==> src/rtl/operand_fetch_pkg.sv <==
// Shared definitions for the operand fetch stage and its neighbours.
// Holds the datapath width, the register count, the shift-control
// encodings shared with the shifter, and the fetch FSM state type.
package operand_fetch_pkg;

    localparam int REG_SIZE = 16;
    localparam int NUM_REGS = 8;
    localparam int IDX_W    = $clog2(NUM_REGS);

    // Shift control encodings carried alongside the B operand.
    localparam logic [1:0] SHIFT_NO         = 2'b00;
    localparam logic [1:0] SHIFT_LEFT_ZERO  = 2'b01;
    localparam logic [1:0] SHIFT_RIGHT_ZERO = 2'b10;
    localparam logic [1:0] SHIFT_RIGHT_COPY = 2'b11;

    typedef enum logic [1:0] {
        IDLE    = 2'd0,
        FETCH_A = 2'd1,
        FETCH_B = 2'd2,
        OUT     = 2'd3
    } state_t;

endpackage

==> src/rtl/operand_fetch_if.sv <==
// Bus bundle for the operand fetch stage.
//   request side  : req_valid, req_ready, rd_a_num, rd_b_num, shift_in
//   writeback     : wb_en, wb_num, wb_data
//   operand side  : out_valid, out_ready, a_out, b_out, shift_out
// Handshake rule (both request and operand sides): a transfer happens on a
// rising clock edge where valid and ready are both 1; the producer keeps its
// payload stable while valid=1 and ready=0.
// slave  : the operand fetch stage itself.
// master : the environment (issue logic, writeback, downstream consumer).
interface operand_fetch_if;
    import operand_fetch_pkg::*;

    logic                req_valid;
    logic                req_ready;
    logic [IDX_W-1:0]    rd_a_num;
    logic [IDX_W-1:0]    rd_b_num;
    logic [1:0]          shift_in;

    logic                wb_en;
    logic [IDX_W-1:0]    wb_num;
    logic [REG_SIZE-1:0] wb_data;

    logic                out_valid;
    logic                out_ready;
    logic [REG_SIZE-1:0] a_out;
    logic [REG_SIZE-1:0] b_out;
    logic [1:0]          shift_out;

    modport slave (
        input  req_valid, rd_a_num, rd_b_num, shift_in,
        input  wb_en, wb_num, wb_data,
        input  out_ready,
        output req_ready, out_valid, a_out, b_out, shift_out
    );

    modport master (
        output req_valid, rd_a_num, rd_b_num, shift_in,
        output wb_en, wb_num, wb_data,
        output out_ready,
        input  req_ready, out_valid, a_out, b_out, shift_out
    );

endinterface

==> src/rtl/operand_fetch_regfile.sv <==
// Register file: DEPTH x WIDTH, one synchronous write port, one
// combinational read port, asynchronous active-low clear of every entry.
// Ports:
//   clk, rst_n        clock, async active-low clear
//   wr_en/wr_idx/wr_data  write port (takes effect at the rising edge)
//   rd_idx/rd_data    combinational read port (pre-write contents)
module operand_fetch_regfile #(
    parameter int WIDTH = 16,
    parameter int DEPTH = 8,
    parameter int IDX_W = $clog2(DEPTH)
) (
    input  logic             clk,
    input  logic             rst_n,
    input  logic             wr_en,
    input  logic [IDX_W-1:0] wr_idx,
    input  logic [WIDTH-1:0] wr_data,
    input  logic [IDX_W-1:0] rd_idx,
    output logic [WIDTH-1:0] rd_data
);

    logic [WIDTH-1:0] mem [DEPTH];

    always_ff @(posedge clk or negedge rst_n) begin
        if (!rst_n) begin
            for (int i = 0; i < DEPTH; i++) begin
                mem[i] <= '0;
            end
        end else if (wr_en) begin
            mem[wr_idx] <= wr_data;
        end
    end

    assign rd_data = mem[rd_idx];

endmodule

==> src/rtl/operand_fetch.sv <==
// Operand fetch stage. On an accepted request it reads source A, then
// source B, through the single register file read port in consecutive
// cycles, and presents the latched pair plus shift control downstream.
// Ports:
//   clk, rst_n  clock, asynchronous active-low reset
//   bus         operand_fetch_if.slave (request, writeback, operand sides)
//   state       current FSM state, for observation only
module operand_fetch
    import operand_fetch_pkg::*;
(
    input  logic                 clk,
    input  logic                 rst_n,
    operand_fetch_if.slave       bus,
    output state_t               state
);

    state_t              state_q;
    state_t              state_d;

    logic [IDX_W-1:0]    a_num_q;
    logic [IDX_W-1:0]    b_num_q;
    logic [1:0]          shift_q;
    logic [REG_SIZE-1:0] a_q;
    logic [REG_SIZE-1:0] b_q;

    logic [IDX_W-1:0]    rd_idx;
    logic [REG_SIZE-1:0] rf_data;
    logic [REG_SIZE-1:0] rd_value;

    operand_fetch_regfile #(
        .WIDTH (REG_SIZE),
        .DEPTH (NUM_REGS),
        .IDX_W (IDX_W)
    ) u_regfile (
        .clk     (clk),
        .rst_n   (rst_n),
        .wr_en   (bus.wb_en),
        .wr_idx  (bus.wb_num),
        .wr_data (bus.wb_data),
        .rd_idx  (rd_idx),
        .rd_data (rf_data)
    );

    // The read port serves A in FETCH_A and B in FETCH_B; outside those
    // states the value is unused.
    assign rd_idx = (state_q == FETCH_B) ? b_num_q : a_num_q;

    // A write landing on the register being read this cycle is forwarded,
    // since the register file only shows it after the edge.
    assign rd_value = (bus.wb_en && (bus.wb_num == rd_idx)) ? bus.wb_data : rf_data;

    always_comb begin
        state_d = state_q;
        case (state_q)
            IDLE:    if (bus.req_valid) state_d = FETCH_A;
            FETCH_A: state_d = FETCH_B;
            FETCH_B: state_d = OUT;
            OUT:     if (bus.out_ready) state_d = IDLE;
            default: state_d = IDLE;
        endcase
    end

    always_ff @(posedge clk or negedge rst_n) begin
        if (!rst_n) begin
            state_q <= IDLE;
        end else begin
            state_q <= state_d;
        end
    end

    // Indices and shift control are captured only at acceptance; operands
    // are captured once and then held, so later writes cannot disturb them.
    always_ff @(posedge clk or negedge rst_n) begin
        if (!rst_n) begin
            a_num_q <= '0;
            b_num_q <= '0;
            shift_q <= SHIFT_NO;
            a_q     <= '0;
            b_q     <= '0;
        end else begin
            case (state_q)
                IDLE: begin
                    if (bus.req_valid) begin
                        a_num_q <= bus.rd_a_num;
                        b_num_q <= bus.rd_b_num;
                        shift_q <= bus.shift_in;
                    end
                end
                FETCH_A: a_q <= rd_value;
                FETCH_B: b_q <= rd_value;
                default: ;
            endcase
        end
    end

    assign bus.req_ready = (state_q == IDLE);
    assign bus.out_valid = (state_q == OUT);
    assign bus.a_out     = a_q;
    assign bus.b_out     = b_q;
    assign bus.shift_out = shift_q;
    assign state         = state_q;

endmodule

==> src/flat_wrapper.sv <==
// flat-port wrapper written by rule: the top's interface ports become plain ports
module operand_fetch_flat import operand_fetch_pkg::*;
  (clk, rst_n, state, bus_req_valid, bus_rd_a_num, bus_rd_b_num, bus_shift_in, bus_wb_en, bus_wb_num, bus_wb_data, bus_out_ready, bus_req_ready, bus_out_valid, bus_a_out, bus_b_out, bus_shift_out);
  operand_fetch_if bus_i ();
  input  logic clk;
  input  logic rst_n;
  output state_t state;
  input wire logic [$bits(bus_i.req_valid)-1:0] bus_req_valid;
  input wire logic [$bits(bus_i.rd_a_num)-1:0] bus_rd_a_num;
  input wire logic [$bits(bus_i.rd_b_num)-1:0] bus_rd_b_num;
  input wire logic [$bits(bus_i.shift_in)-1:0] bus_shift_in;
  input wire logic [$bits(bus_i.wb_en)-1:0] bus_wb_en;
  input wire logic [$bits(bus_i.wb_num)-1:0] bus_wb_num;
  input wire logic [$bits(bus_i.wb_data)-1:0] bus_wb_data;
  input wire logic [$bits(bus_i.out_ready)-1:0] bus_out_ready;
  output wire logic [$bits(bus_i.req_ready)-1:0] bus_req_ready;
  output wire logic [$bits(bus_i.out_valid)-1:0] bus_out_valid;
  output wire logic [$bits(bus_i.a_out)-1:0] bus_a_out;
  output wire logic [$bits(bus_i.b_out)-1:0] bus_b_out;
  output wire logic [$bits(bus_i.shift_out)-1:0] bus_shift_out;
  assign bus_i.req_valid = bus_req_valid;
  assign bus_i.rd_a_num = bus_rd_a_num;
  assign bus_i.rd_b_num = bus_rd_b_num;
  assign bus_i.shift_in = bus_shift_in;
  assign bus_i.wb_en = bus_wb_en;
  assign bus_i.wb_num = bus_wb_num;
  assign bus_i.wb_data = bus_wb_data;
  assign bus_i.out_ready = bus_out_ready;
  assign bus_req_ready = bus_i.req_ready;
  assign bus_out_valid = bus_i.out_valid;
  assign bus_a_out = bus_i.a_out;
  assign bus_b_out = bus_i.b_out;
  assign bus_shift_out = bus_i.shift_out;
  operand_fetch u_core (.clk(clk), .rst_n(rst_n), .bus(bus_i), .state(state));
endmodule
==> config.mk <==
export PLATFORM = sky130hd
export DESIGN_NAME = operand_fetch_flat
export DESIGN_NICKNAME = d
export VERILOG_FILES = /design/src/rtl/operand_fetch_pkg.sv /design/src/rtl/operand_fetch_if.sv /design/src/rtl/operand_fetch_regfile.sv /design/src/rtl/operand_fetch.sv /design/src/flat_wrapper.sv
export SDC_FILE = /design/constraint.sdc
export NUM_CORES = 1
export LEC_CHECK = 0
export CORE_ASPECT_RATIO = 1.2
export CORE_MARGIN = 2
export CORE_UTILIZATION = 53
export DETAILED_ROUTE_END_ITERATION = 10
export PLACE_DENSITY = 0.77
export SYNTH_ARGS = -nofsm -noshare
export SYNTH_HDL_FRONTEND = slang
export SYNTH_SLANG_ARGS = --single-unit
==> constraint.sdc <==
create_clock -name clk -period 2.3 [get_ports clk]
set_input_delay 0.46 -clock clk [delete_from_list [all_inputs] [get_ports clk]]
set_output_delay 0.46 -clock clk [all_outputs]
set_load 0.02 [all_outputs]
==> flow_summary.toml <==
[clocking]
cts-root-buf = "clkbuf_16"
clockBufferDepth = 2
cts_buffers = 17
cts_tree = "built"
cts_sinks = 170
h-tree-depth = 4
clk-insertion-delay-late_ns = 0.43
cts_setup_buffers = 0
clkTransAtPathRegs_ns = 0.06

[power_and_ir_drop]
p_leak_nw = 4.296
power_density_nw_per_um2 = 1450
ir_worst_vdd_v = 0.0009014

[placed_design]
dp_hpwl_um = 14220
place.gp.congestion = 0.7741
io_buffers = 69
place_inst = 1083

[final_layout]
nNetsFinal = 929
num-fill-cells = 1271
stdcell_count = 1117
diodes = 0
multi_input_comb_area_um2 = 4318
layout-drive-gt1-share = 0.2287
area_delta_synth_final_pct = 20.93
register_area_um2 = 4258

[status]
status = "finished, final reports clean"

[floorplan]
core_area_um2 = 16210
die_area_um2 = 17640
ioPinCount = 70
rows = 51
die_w_um = 121.6
start_util = 0.5425
die_h_um = 145.1

[grt]
antenna_found_initial = 0
grt_pass1_vias = 7049
grt_pass1_wl_um = 38300
overflow = 0
grt_max_degree = 49
track_usage = 0.2854

[synth]
netlist_top_cells_count = "dfrtp_1, mux2_2, nand2b_1"
synthArstFlopShare = 1.000
synth_edf_count = 0
synth_top_area_share = 0.4838
synth-seq-cells = 170
seq_area_frac_synth = 0.4838
ys.flop_type = "dfrtp_1"
syn_inst = 841
avgSynthCellArea_um2 = 10.46
yosysUniqueCellTypes = 32
ys.warnings.count = 0
netlist_area_um2 = 8793
synth_nets = 878
synthMostInstantiatedCell = "dfrtp_1"
synth.area.top_cells = "dfrtp_1, mux2_2, nand2b_1"
synth_top_cell_by_area = "dfrtp_1"

[critical_path]
worst-path-max-fanout = 16
r2r_start = "u_core.state[0]"
crit_path_start_kind = "register"
critPathKind = "register to register"
cp_top_family = "simple AND/OR/NAND/NOR gates"
cp_slowest_cell = "or4b_4"
rrSetupSlack_ns = 0.03
critPathRequiredTime_ns = 2.58
crit_chain = "inv_4 > ha_4 > mux2i_4 > xnor2_2 > or4b_4 > clkbuf_16 > o22ai_1 > a31oi_1"
cp-startpoint = "u_core.state[0]"
cp.arrival_ns = 2.56
cp-end-kind = "register"
slowest_delay_ns = 0.58
cp_num_buf_inv = 2

[drt]
firstDrtPassIters = 6
drt-total-wl_um = 24930
ant_nets = 0
vias = 7149
viasPerCell = 6.400
wl_per_cell_um = 22.32
drtIter0Drc = 773
drc_errors = 0

[sta]
max-slew-margin-rel = 0.6088
slew_viol_final = 0
finalHoldViolCount = 0
worstMarginPinSlew_ns = 0.5868
hold_slack_ns = 0.4877
period_needed_ns = 2.274
setup_violations = 0
fin_skew_ns = 0.007343
min_period_over_period = 0.9887
fmax_mhz = 439.8
rsz0062_at_grt = "true"

[run]
drv_cap = 0

[hold_path]
hold_start = "u_core.u_regfile.mem[92]"
hold_path.class = "register to register"
final cells by class:
type / instances / area share
Multi-Input combinational cell: 587 / 0.4060
Sequential cell: 170 / 0.4004
Tap cell: 212 / 0.02494
Clock buffer: 22 / 0.04459
Inverter: 4 / 0.001647
Clock inverter: 10 / 0.006354
Timing Repair Buffer: 112 / 0.1160
metal layers:
layer | track usage | wire length [um] | up-vias
met2 | 0.4733 | 12550 | 333
met5 | 0 | 0 | -
met3 | 0.06289 | 1638 | 93
met4 | 0.1253 | 988 | 0
met1 | 0.3558 | 9752 | 3588
li1 | - | - | 3135
power breakdown:
group | internal, mW | switching (mW)
Clock | 1.46 | 1.20
Combinational | 3.50 | 4.74
Sequential | 3.91 | 0.611
Total | 8.87 | 6.55
placed cells by master (no fill, tap or decap), drive strengths merged, types with 2 or more instances in the layout:
master	count
inv	5
xnor2	3
nor2b	3
o21ai	34
o221ai	30
nor3b	2
dfrtp	170
buf	42
nor3	3
clkdlybuf4s50	67
a21oi	48
nor2	91
clkbuf	23
nand4b	3
clkinv	5
mux2i	3
a221oi	2
nand2b	96
a31oi	32
nand2	25
mux2	139
a22o	2
clkinvlp	4
o22ai	32
ha	5
a22oi	30
timing repair:
action,in CTS,in global routing
setup endpoints to repair,2,23
endpoints found under the hold margin,41,0
gates resized for setup,2,14
pin swaps,0,2
gates cloned,0,1
hold buffers,1,0
stage by stage:
stage | power, mW | setup WS, ns | setup TNS (ns) | utilization | cell area, um2
after floorplan | 9.553 | 0.01188 | 0 | - | 8815
after global placement | 12.21 | 0.03377 | 0 | 0.6161 | 9986
after detailed placement | 12.44 | -0.004604 | -0.004604 | 0.6161 | 9986
after CTS | 15.15 | 0.02048 | 0 | 0.6503 | 10540
after global routing | 16.29 | -0.03581 | -0.3711 | 0.6561 | 10630
final | 15.42 | 0.02600 | 0 | 0.6561 | 10630
final timing paths:
kind,end,depth (start not counted)
max,u_core.bus.b_out[7],8
min,u_core.u_regfile.mem[92],1
max reg2reg,u_core.bus.b_out[7],8
min reg2reg,u_core.u_regfile.mem[92],1
max in group asynchronous,u_core.u_regfile.mem[26],3
min in group asynchronous,u_core.bus.shift_out[1],2
state kept, by name, summed over array words and instances, names as in the netlist:
name	flops
u_core.a_num_q	3
u_core.bus.b_out	16
u_core.b_num_q	3
u_core.state	2
u_core.u_regfile.mem	128
u_core.bus.shift_out	2
u_core.bus.a_out	16
logic make-up after synthesis:
family / after synthesis / share of synthesized area
AO/OA/AOI/OAI: 210 / 0.1517
XOR/XNOR: 3 / 0.002989
adder cells (fa/ha/maj): 5 / 0.007114
buffers and inverters: 84 / 0.03742
flip-flops: 170 / 0.4838
multiplexers: 142 / 0.1843
AND/OR/NAND/NOR: 227 / 0.1328
worst reg2reg max path, delay by kind of cell (launching register included):
| kind | cells | cell delay (ns) |
|---|---|---|
| mux | 1 | 0.30 |
| simple gates | 1 | 0.58 |
| xor+xnor | 1 | 0.09 |
| flops | 1 | 0.43 |
| fa+ha+maj | 1 | 0.21 |
| compound gates | 2 | 0.21 |
| buf+inv | 2 | 0.31 |
(Power assumes the default switching activity.)
